<file path="config.mk">
export PLATFORM = sky130hd
export DESIGN_NAME = ifetch_sequencer
export DESIGN_NICKNAME = d
export VERILOG_FILES = /design/src/rtl/mips_pkg.sv /design/src/rtl/ifetch_queue.sv /design/src/rtl/ifetch_sequencer.sv
export SDC_FILE = /design/constraint.sdc
export NUM_CORES = 1
export LEC_CHECK = 0
export BUFFER_PORTS_ARGS = -buffer_cell sky130_fd_sc_hd__clkbuf_2
export CAP_MARGIN = 15
export CORE_MARGIN = 5
export CORE_UTILIZATION = 56
export CTS_BUF_LIST = sky130_fd_sc_hd__clkbuf_2 sky130_fd_sc_hd__clkbuf_4 sky130_fd_sc_hd__clkbuf_8
export DETAILED_ROUTE_END_ITERATION = 10
export MAX_ROUTING_LAYER = met4
export PLACE_DENSITY_LB_ADDON = 0.2
export SLEW_MARGIN = 25
export SYNTH_ARGS = -nofsm -noshare
export SYNTH_HDL_FRONTEND = slang
export SYNTH_HIERARCHICAL = 1
export SYNTH_SLANG_ARGS = --single-unit
export TNS_END_PERCENT = 30
</file>
<file path="constraint.sdc">
create_clock -name clk -period 8.9 [get_ports clk]
set_clock_uncertainty 0.1 [all_clocks]
set_input_delay 0 -clock clk [delete_from_list [all_inputs] [get_ports clk]]
set_output_delay 0 -clock clk [all_outputs]
set_load 0.05 [all_outputs]
</file>
<file path="src/rtl/mips_pkg.sv">
// Shared fetch-path definitions: instruction size, default reset PC, the queued
// {pc, instruction} entry and the fetch-legality check.
package mips_pkg;

    localparam int          INSTR_BYTES      = 4;
    localparam logic [31:0] RESET_PC_DEFAULT = 32'h0000_0000;

    typedef struct packed {
        logic [31:0] pc;
        logic [31:0] inst;
    } fetch_entry_t;

    // A fetch is illegal when misaligned or when its last byte falls past the memory.
    function automatic logic pc_bad(input logic [31:0] pc, input logic [31:0] last_pc);
        return (pc[1:0] != 2'b00) || (pc > last_pc);
    endfunction

endpackage

</file>
<file path="src/rtl/ifetch_queue.sv">
// Small synchronous FIFO of fetched {pc, instruction} entries; flush empties it in one edge,
// and push/pop in the same cycle are both honoured.
module ifetch_queue
    import mips_pkg::*;
#(
    parameter int QDEPTH = 2,
    parameter int CW     = $clog2(QDEPTH + 1)
) (
    input  logic         clk,
    input  logic         reset,
    input  logic         push,
    input  fetch_entry_t push_entry,
    input  logic         pop,
    input  logic         flush,
    output fetch_entry_t head,
    output logic [CW-1:0] count
);

    localparam int PW = (QDEPTH > 1) ? $clog2(QDEPTH) : 1;

    fetch_entry_t  slots [QDEPTH];
    logic [PW-1:0] rd_ptr;
    logic [PW-1:0] wr_ptr;
    logic          do_push;
    logic          do_pop;

    function automatic logic [PW-1:0] bump(input logic [PW-1:0] p);
        return (p == PW'(QDEPTH - 1)) ? '0 : p + PW'(1);
    endfunction

    assign do_pop  = pop && (count != '0);
    assign do_push = push && ((count != CW'(QDEPTH)) || do_pop);
    assign head    = slots[rd_ptr];

    always_ff @(posedge clk) begin
        if (reset || flush) begin
            rd_ptr <= '0;
            wr_ptr <= '0;
            count  <= '0;
        end else begin
            if (do_push) wr_ptr <= bump(wr_ptr);
            if (do_pop)  rd_ptr <= bump(rd_ptr);
            unique case ({do_push, do_pop})
                2'b10:   count <= count + CW'(1);
                2'b01:   count <= count - CW'(1);
                default: count <= count;
            endcase
        end
    end

    // Storage needs no reset: the consumer gates the head with a non-zero count.
    always_ff @(posedge clk) begin
        if (do_push && !reset && !flush) slots[wr_ptr] <= push_entry;
    end

endmodule

</file>
<file path="src/rtl/ifetch_sequencer.sv">
// Program counter and fetch sequencing in front of a 1-cycle registered instruction memory,
// with a credit-limited output queue, redirect/flush and sticky fault reporting.
module ifetch_sequencer
    import mips_pkg::*;
#(
    parameter logic [31:0] RESET_PC  = RESET_PC_DEFAULT,
    parameter int          MEM_BYTES = 64,
    parameter int          QDEPTH    = 2
) (
    input  logic        clk,
    input  logic        reset,
    output logic [31:0] imem_addr,
    input  logic [31:0] imem_rdata,
    input  logic        redirect_valid,
    input  logic [31:0] redirect_pc,
    output logic        inst_valid,
    input  logic        inst_ready,
    output logic [31:0] inst_data,
    output logic [31:0] inst_pc,
    output logic        fetch_fault
);

    localparam int          CW      = $clog2(QDEPTH + 1);
    localparam logic [31:0] LAST_PC = 32'(MEM_BYTES - INSTR_BYTES);

    logic [31:0]   pc;
    logic [31:0]   inflight_pc;
    logic          inflight;
    logic          fault;
    logic [CW-1:0] count;
    fetch_entry_t  head;
    fetch_entry_t  push_entry;
    logic          pop;
    logic          issue;
    logic          pc_bad_now;
    logic [31:0]   credit;

    assign pop        = inst_valid & inst_ready;
    // Slots already owned (queued + in flight) after this cycle's pop; never underflows
    // because a pop implies a non-empty queue.
    assign credit     = 32'(count) + 32'(inflight) - 32'(pop);
    assign pc_bad_now = pc_bad(pc, LAST_PC);
    assign issue      = !fault && !redirect_valid && !pc_bad_now && (credit < 32'(QDEPTH));

    always_ff @(posedge clk) begin
        if (reset) begin
            pc          <= RESET_PC;
            inflight    <= 1'b0;
            inflight_pc <= '0;
            fault       <= 1'b0;
        end else if (redirect_valid) begin
            pc       <= redirect_pc;
            inflight <= 1'b0;
            fault    <= pc_bad(redirect_pc, LAST_PC);
        end else begin
            if (issue) begin
                inflight    <= 1'b1;
                inflight_pc <= pc;
                pc          <= pc + 32'(INSTR_BYTES);
            end else begin
                inflight <= 1'b0;
            end
            if (!fault && pc_bad_now) fault <= 1'b1;
        end
    end

    assign push_entry = '{pc: inflight_pc, inst: imem_rdata};

    ifetch_queue #(
        .QDEPTH (QDEPTH),
        .CW     (CW)
    ) u_queue (
        .clk        (clk),
        .reset      (reset),
        .push       (inflight && !redirect_valid),
        .push_entry (push_entry),
        .pop        (pop),
        .flush      (redirect_valid),
        .head       (head),
        .count      (count)
    );

    assign imem_addr   = pc;
    assign inst_valid  = (count != '0);
    assign inst_data   = inst_valid ? head.inst : '0;
    assign inst_pc     = inst_valid ? head.pc : '0;
    assign fetch_fault = fault;

endmodule
</file>
## Word-level counts from Yosys, hierarchy flattened

Memory sizes are Yosys's and may differ from the RTL's. A register that Yosys moved wholly into a read port is not among the register bits.
Index checks and enable logic that the tools add are counted.

- Flip-flop bits (word level): 70
- Memories: 1
- Bits in writable memories: 128
- Output and inout bits: 98
- Bits of input ports: 68
- Logic and storage cells: 62

- Equality and inequality tests: 3
- Muxes and demuxes: 14
- Bitwise gates (word level): 2
- Reductions and logical operators: 25
- $lt $le $gt $ge: 3
- $add $sub $neg: 7

Memories:

| memory | words | bits a word | rd ports | clocked after memory_dff | write ports | RTL line | text |
|---|---|---|---|---|---|---|---|
| u_queue.slots | 2 | 64 | 1 | 1 | 1 | ifetch_queue.sv:21 | `fetch_entry_t slots [QDEPTH];` |

Operators with widths:

| operator | number |
|---|---|
| $mux 32 | 4 |
| $gt 32x6->1 const B | 2 |
| $add 32x3->32 const B | 1 |
| $lt 32x2->1 const B | 1 |
| $reduce_bool 2->1 | 6 |
| $logic_and 1x1->1 | 9 |
| $mux 1 | 9 |
| $logic_not 1->1 | 4 |
| $logic_or 1x1->1 | 4 |
| $pmux 2 s2 | 1 |
| $sub 3x1->4 | 1 |
| $add 2x1->3 | 1 |
| $add 1x1->1 const B | 2 |
| $add 2x1->2 const B | 1 |
| $eq 2x1->1 const B | 1 |
| $eq 2x2->1 const B | 1 |
| $ne 2x2->1 const B | 1 |
| $reduce_and 2->1 | 1 |
| $reduce_or 2->1 | 1 |
| $sub 2x1->2 const B | 1 |
| $and 1x1->1 | 1 |
| $not 1->1 | 1 |

## Longest topological paths before layout

- Depth in word-level cells: 9
- Depth in mapped cells: 11
- Depth with buffers taken out: 10

## Cells and area by module

Netlist, hierarchy kept.

Modules (own cells, without submodules):

| module | times used | area an instance (um^2) | cells an instance | seq. area each (um^2) |
|---|---|---|---|---|
| ifetch_queue | 1 | 4832.1 | 223 | 3943.8 |
| ifetch_sequencer | 1 | 2805.2 | 297 | 1321.3 |

## Worst setup path before layout

OpenSTA, ideal clock, no wires.

- Path kind: reg2reg
- Start point: reg u_queue.count[0]
- End point: mem u_queue/slots[1][0] (netlist name), enable pin
- Clock period less this slack: 8.215 ns
- Slack: 0.685 ns
- Stages on the path, launching flop included: 5
- Arrival: 7.450 ns
- Cell sequence: dfxtp_1 or2_2 and2_1 o31ai_2 nor4b_1

- Cells in the longest elaborated chain, start to end: 9
- Elaborated cells between the ends (all ways): 10

RTL lines:

| item | RTL line | text |
|---|---|---|
| from (decl) | ifetch_queue.sv:16 | `output logic [CW-1:0] count` |
| from (signal assigned) | ifetch_queue.sv:44 | `2'b10: count <= count + CW'(1);` |
| from (signal assigned) | ifetch_queue.sv:45 | `2'b01: count <= count - CW'(1);` |
| from (signal assigned) | ifetch_queue.sv:46 | `default: count <= count;` |
| $reduce_bool 2->1 | ifetch_sequencer.sv:84 | `assign inst_valid = (count != '0);` |
| $and 1x1->1 | ifetch_sequencer.sv:38 | `assign pop = inst_valid & inst_ready;` |
| net pop | ifetch_sequencer.sv:33 | `logic pop;` |
| $logic_and 1x1->1 | ifetch_queue.sv:31 | `assign do_pop = pop && (count != '0);` |
| $logic_or 1x1->1 | ifetch_queue.sv:32 | `assign do_push = push && ((count != CW'(QDEPTH)) \|\| do_pop);` |
| $logic_and 1x1->1 | ifetch_queue.sv:32 |  |
| $logic_and 1x1->1 (2 in series) | ifetch_queue.sv:53 | `if (do_push && !reset && !flush) slots[wr_ptr] <= push_entry;` |
| $mux 1 | ifetch_queue.sv:53 |  |
| $mux 1 (implied by the code) | ifetch_queue.sv:53 |  |
| to (decl) | ifetch_queue.sv:21 |  |

The timed path passes the listed nets, and every way through them passes these cells.

## Worst setup path after layout

- Start point: reg u_queue.count[0]
- End point: reg inflight_pc[23]

- Cells in the longest elaborated chain, start to end: 6
- Elaborated cells between the ends (all ways): 7

RTL lines:

| item | RTL line | text |
|---|---|---|
| $reduce_bool 2->1 | ifetch_sequencer.sv:84 |  |
| $and 1x1->1 | ifetch_sequencer.sv:38 |  |
| net pop | ifetch_sequencer.sv:33 |  |
| $sub 3x1->4 | ifetch_sequencer.sv:41 | `assign credit = 32'(count) + 32'(inflight) - 32'(pop);` |
| $lt 32x2->1 | ifetch_sequencer.sv:43 | `assign issue = !fault && !redirect_valid && !pc_bad_now && (credit < 32'(QDEPTH));` |
| $logic_and 1x1->1 | ifetch_sequencer.sv:43 |  |
| $reduce_and 2->1 (no source line) | -- |  |
| to (signal assigned) | ifetch_sequencer.sv:58 | `inflight_pc <= pc;` |
| to (decl) | ifetch_sequencer.sv:27 | `logic [31:0] inflight_pc;` |

The timed path passes the listed nets, and every way through them passes these cells.
A chain may end at the register's enable or synchronous reset.

==> impl_metrics.ini <==
[outcome]
outcome = finished clean

[layout]
diodes = 0
stdcell_count = 937
area_growth_pct = 26.8
final_area_sq_um = 9680
drive_gt1_frac = 0.361
nNetsFinal = 819

[critical_path]
critPathTopFamily = simple AND/OR/NAND/NOR gates
critPathMaxStageDelay_ns = 0.59
required_ns = 9.15
crit_slowest_cell = or2_4
worst-path-buf-inv = 0
start_kind = register
crit_type = register to register
cp_cell_sequence = or2_4 -> and2_1 -> nand2b_1 -> a21boi_0 -> fa_1 -> or3_1 -> nor3_4 -> nor2_2 -> and2_1
rr_endpoint = inflight_pc[23]
rr_startpoint = u_queue/count[0]
crit_path_max_fanout = 66
rrSetupSlack_ns = 4.97
reg2reg_depth = 9
endpoint_kind = register
cpMostUsedCell = and2_1
arrival_ns = 4.18

[power]
ir_drop_mv = 0.113
p_leak_nw = 3.67
power_density_nw_per_um2 = 175

[synthesis]
synth.area.top_cells = edfxtp_1, dfxtp_1, mux2_2, and2_1, mux2i_1
syn-num-nets = 591
synth-seq-cells = 199
syn_avg_cell_area_sq_um = 14.7
synth_top_area_share = 0.503
synthCells = 520
yosysSeqAreaShare = 0.689
synth_top_area_cell = edfxtp_1
synth.distinct_cells = 40
yosys_warnings = 6
syn_area_sq_um = 7640

[floorplan]
die-width_um = 127
coreArea_sq_um = 13300
die_area_sq_um = 16100
die_h_um = 127
initial_core_util = 0.574
rows = 42
io_pins = 166

[placed_design]
dpl-instance-area_sq_um = 8620
dp_cells = 841
port_buffers = 165
dp_hpwl_um = 9440
gp_congestion = 0.800

[clocking]
clk_latency_ns = 0.45
cts-root-buf = clkbuf_8
numCtsBuffers = 17
htreeDepth = 4
post_cts_resize_count = 0
clk_pin_slew_ns = 0.09
cts.sinks = 199
cts_tree = built
cts_buffer_depth = 2

[grt]
grt_use_total = 0.203
grt_pass1_vias = 5120
antenna_found_initial = 0
grt_pass1_wl_um = 25100
grt-ovfl-total = 0
grt_max_degree = 67

[timing]
slew_headroom = 0.391
drv_slew = 0
rsz0062_at_grt = no
period_share = 0.441
fmax_ghz = 0.255
worstMarginPinSlew_ns = 0.914
hold_viol_final = 0
setup_violations = 0
min_period_ns = 3.93
fin_tns_setup_ns = 0

[hold_path]
worstHoldEndpoint = u_queue/wr_ptr
hp-start = inst_ready
hold_depth = 4
min_path_type = input pin to register

[drt]
drc_errors = 0
vias_per_cell = 5.20
postRouteAntennaNets = 0
wl_per_cell_um = 16.5
vias = 4876
routed_wl_um = 15500
drt-initial-drc-count = 294
dr.pass1.iters = 5

[flow_run]
drv_cap = 0
-- placed cells by master, fill, tap and decap left out, types with 7 or more instances in the layout --
master           n
clkbuf_2       165
edfxtp_1       128
and2_1          93
dfxtp_1         70
dlygate4sd3_1   64
mux2_2          64
nor2_1          34
mux2i_1         33
clkbuf_8        18
nor4_1          11
nor3_1           7
-- power by group --
group / total (mW) / leakage, nW / switching (mW) / internal (mW)
Combinational: 0.113 / 1.84 / 0.0664 / 0.0470
Sequential: 0.992 / 1.61 / 0.00840 / 0.983
Clock: 0.591 / 0.218 / 0.303 / 0.288
Total: 1.70 / 3.67 / 0.377 / 1.32
-- synthesized netlist by cell type --
master	number
edfxtp_1	128
and2_1	93
dfxtp_1	71
mux2_2	64
nor2_1	35
mux2i_1	33
clkbuf_1	13
nor4_1	11
buf_2	10
nor3_1	7
nand4_1	6
nand2b_1	4
a21oi_1	3
inv_1	3
nand2_1	3
or3_1	3
xnor2_1	3
a31oi_1	2
ha_1	2
nor2b_1	2
nor4b_1	2
o21ai_0	2
or2_2	2
or3b_2	2
a21boi_0	1
a21boi_1	1
a22oi_1	1
a32oi_1	1
a41o_1	1
buf_1	1
buf_6	1
fa_1	1
nand3b_1	1
nor2_2	1
nor3_4	1
nor3b_1	1
o211a_1	1
o21a_1	1
o31ai_2	1
xor2_1	1
-- flip-flops by register name (all words and copies together) (netlist names), named ones only --
name,flops
inflight_pc,32
u_queue/slots,128
u_queue/rd_ptr,1
u_queue/count,2
imem_addr,32
fetch_fault,1
u_queue/wr_ptr,1
inflight,1
-- worst max-delay path by stage --
| stage | endpoint | cells after the start | slack [ns] | start |
|---|---|---|---|---|
| after floorplan | u_queue/slots[1][0] | 4 | 0.68 | u_queue/count[0] |
| after global placement | inflight_pc[25] | 9 | 4.80 | u_queue/count[0] |
| after detailed placement | inflight_pc[23] | 9 | 4.63 | u_queue/count[0] |
| after CTS | inflight_pc[23] | 9 | 4.60 | u_queue/count[0] |
| after global routing | inflight_pc[13] | 9 | 4.60 | u_queue/count[0] |
| final | inflight_pc[23] | 9 | 4.97 | u_queue/count[0] |
-- per-layer routing --
| metal | part of all wire | global-route usage | vias to the layer above | wire, um |
|---|---|---|---|---|
| met3 | 0.054 | 0.0412 | 32 | 835 |
| met2 | 0.50 | 0.335 | 164 | 7770 |
| li1 | - | - | 2324 | - |
| met4 | 0.027 | 0.0833 | 0 | 420 |
| met5 | 0 | - | - | 0 |
| met1 | 0.42 | 0.245 | 2356 | 6450 |
-- area by class of cell --
| cell class | instances | area, sq um |
|---|---|---|
| tap | 176 | 220 |
| fill | 888 | 3610 |
| clock buffer | 18 | 248 |
| multi-input combinational | 293 | 2260 |
| sequential | 199 | 5270 |
| inverter | 3 | 11.3 |
| timing repair buffer | 234 | 1500 |
| clock inverter | 14 | 169 |
-- repair_timing --
| item | in CTS | in global routing |
|---|---|---|
| hold buffers | 64 | 0 |
| setup buffers | 0 | 0 |
| hold endpoints to repair | 97 | 0 |
-- logic make-up (layout without fill, tap and decap cells) --
family,Yosys count,count (layout),share of synthesized area
AOI/OAI and AO/OA,15,15,0.0143
adders and majority gates,3,3,0.00590
xor gates and xnor gates,4,4,0.00459
buffers and inverters,28,269,0.0164
DFF,199,199,0.689
muxes,97,97,0.138
and+or+nand+nor,174,174,0.132
-- stage by stage --
stage,worst slack [ns],util,hold WS [ns],power [mW]
2_1_floorplan,0.685,-,-0.0232,1.07
3_3_place_gp,4.80,0.649,0.0901,1.10
3_5_place_dp,4.63,0.649,0.0931,1.10
4_1_cts,4.60,0.728,0.0167,1.71
5_1_grt,4.60,0.728,0.0338,1.76
6_report,4.97,0.728,0.0508,1.70
-- tightest hold or removal path, cell delays in order --
cell,delay (ns)
clkbuf_2,0.09
and2_1,0.18
o31ai_2,0.14
mux2i_1,0.14
Power figures use the tool's default switching activity.
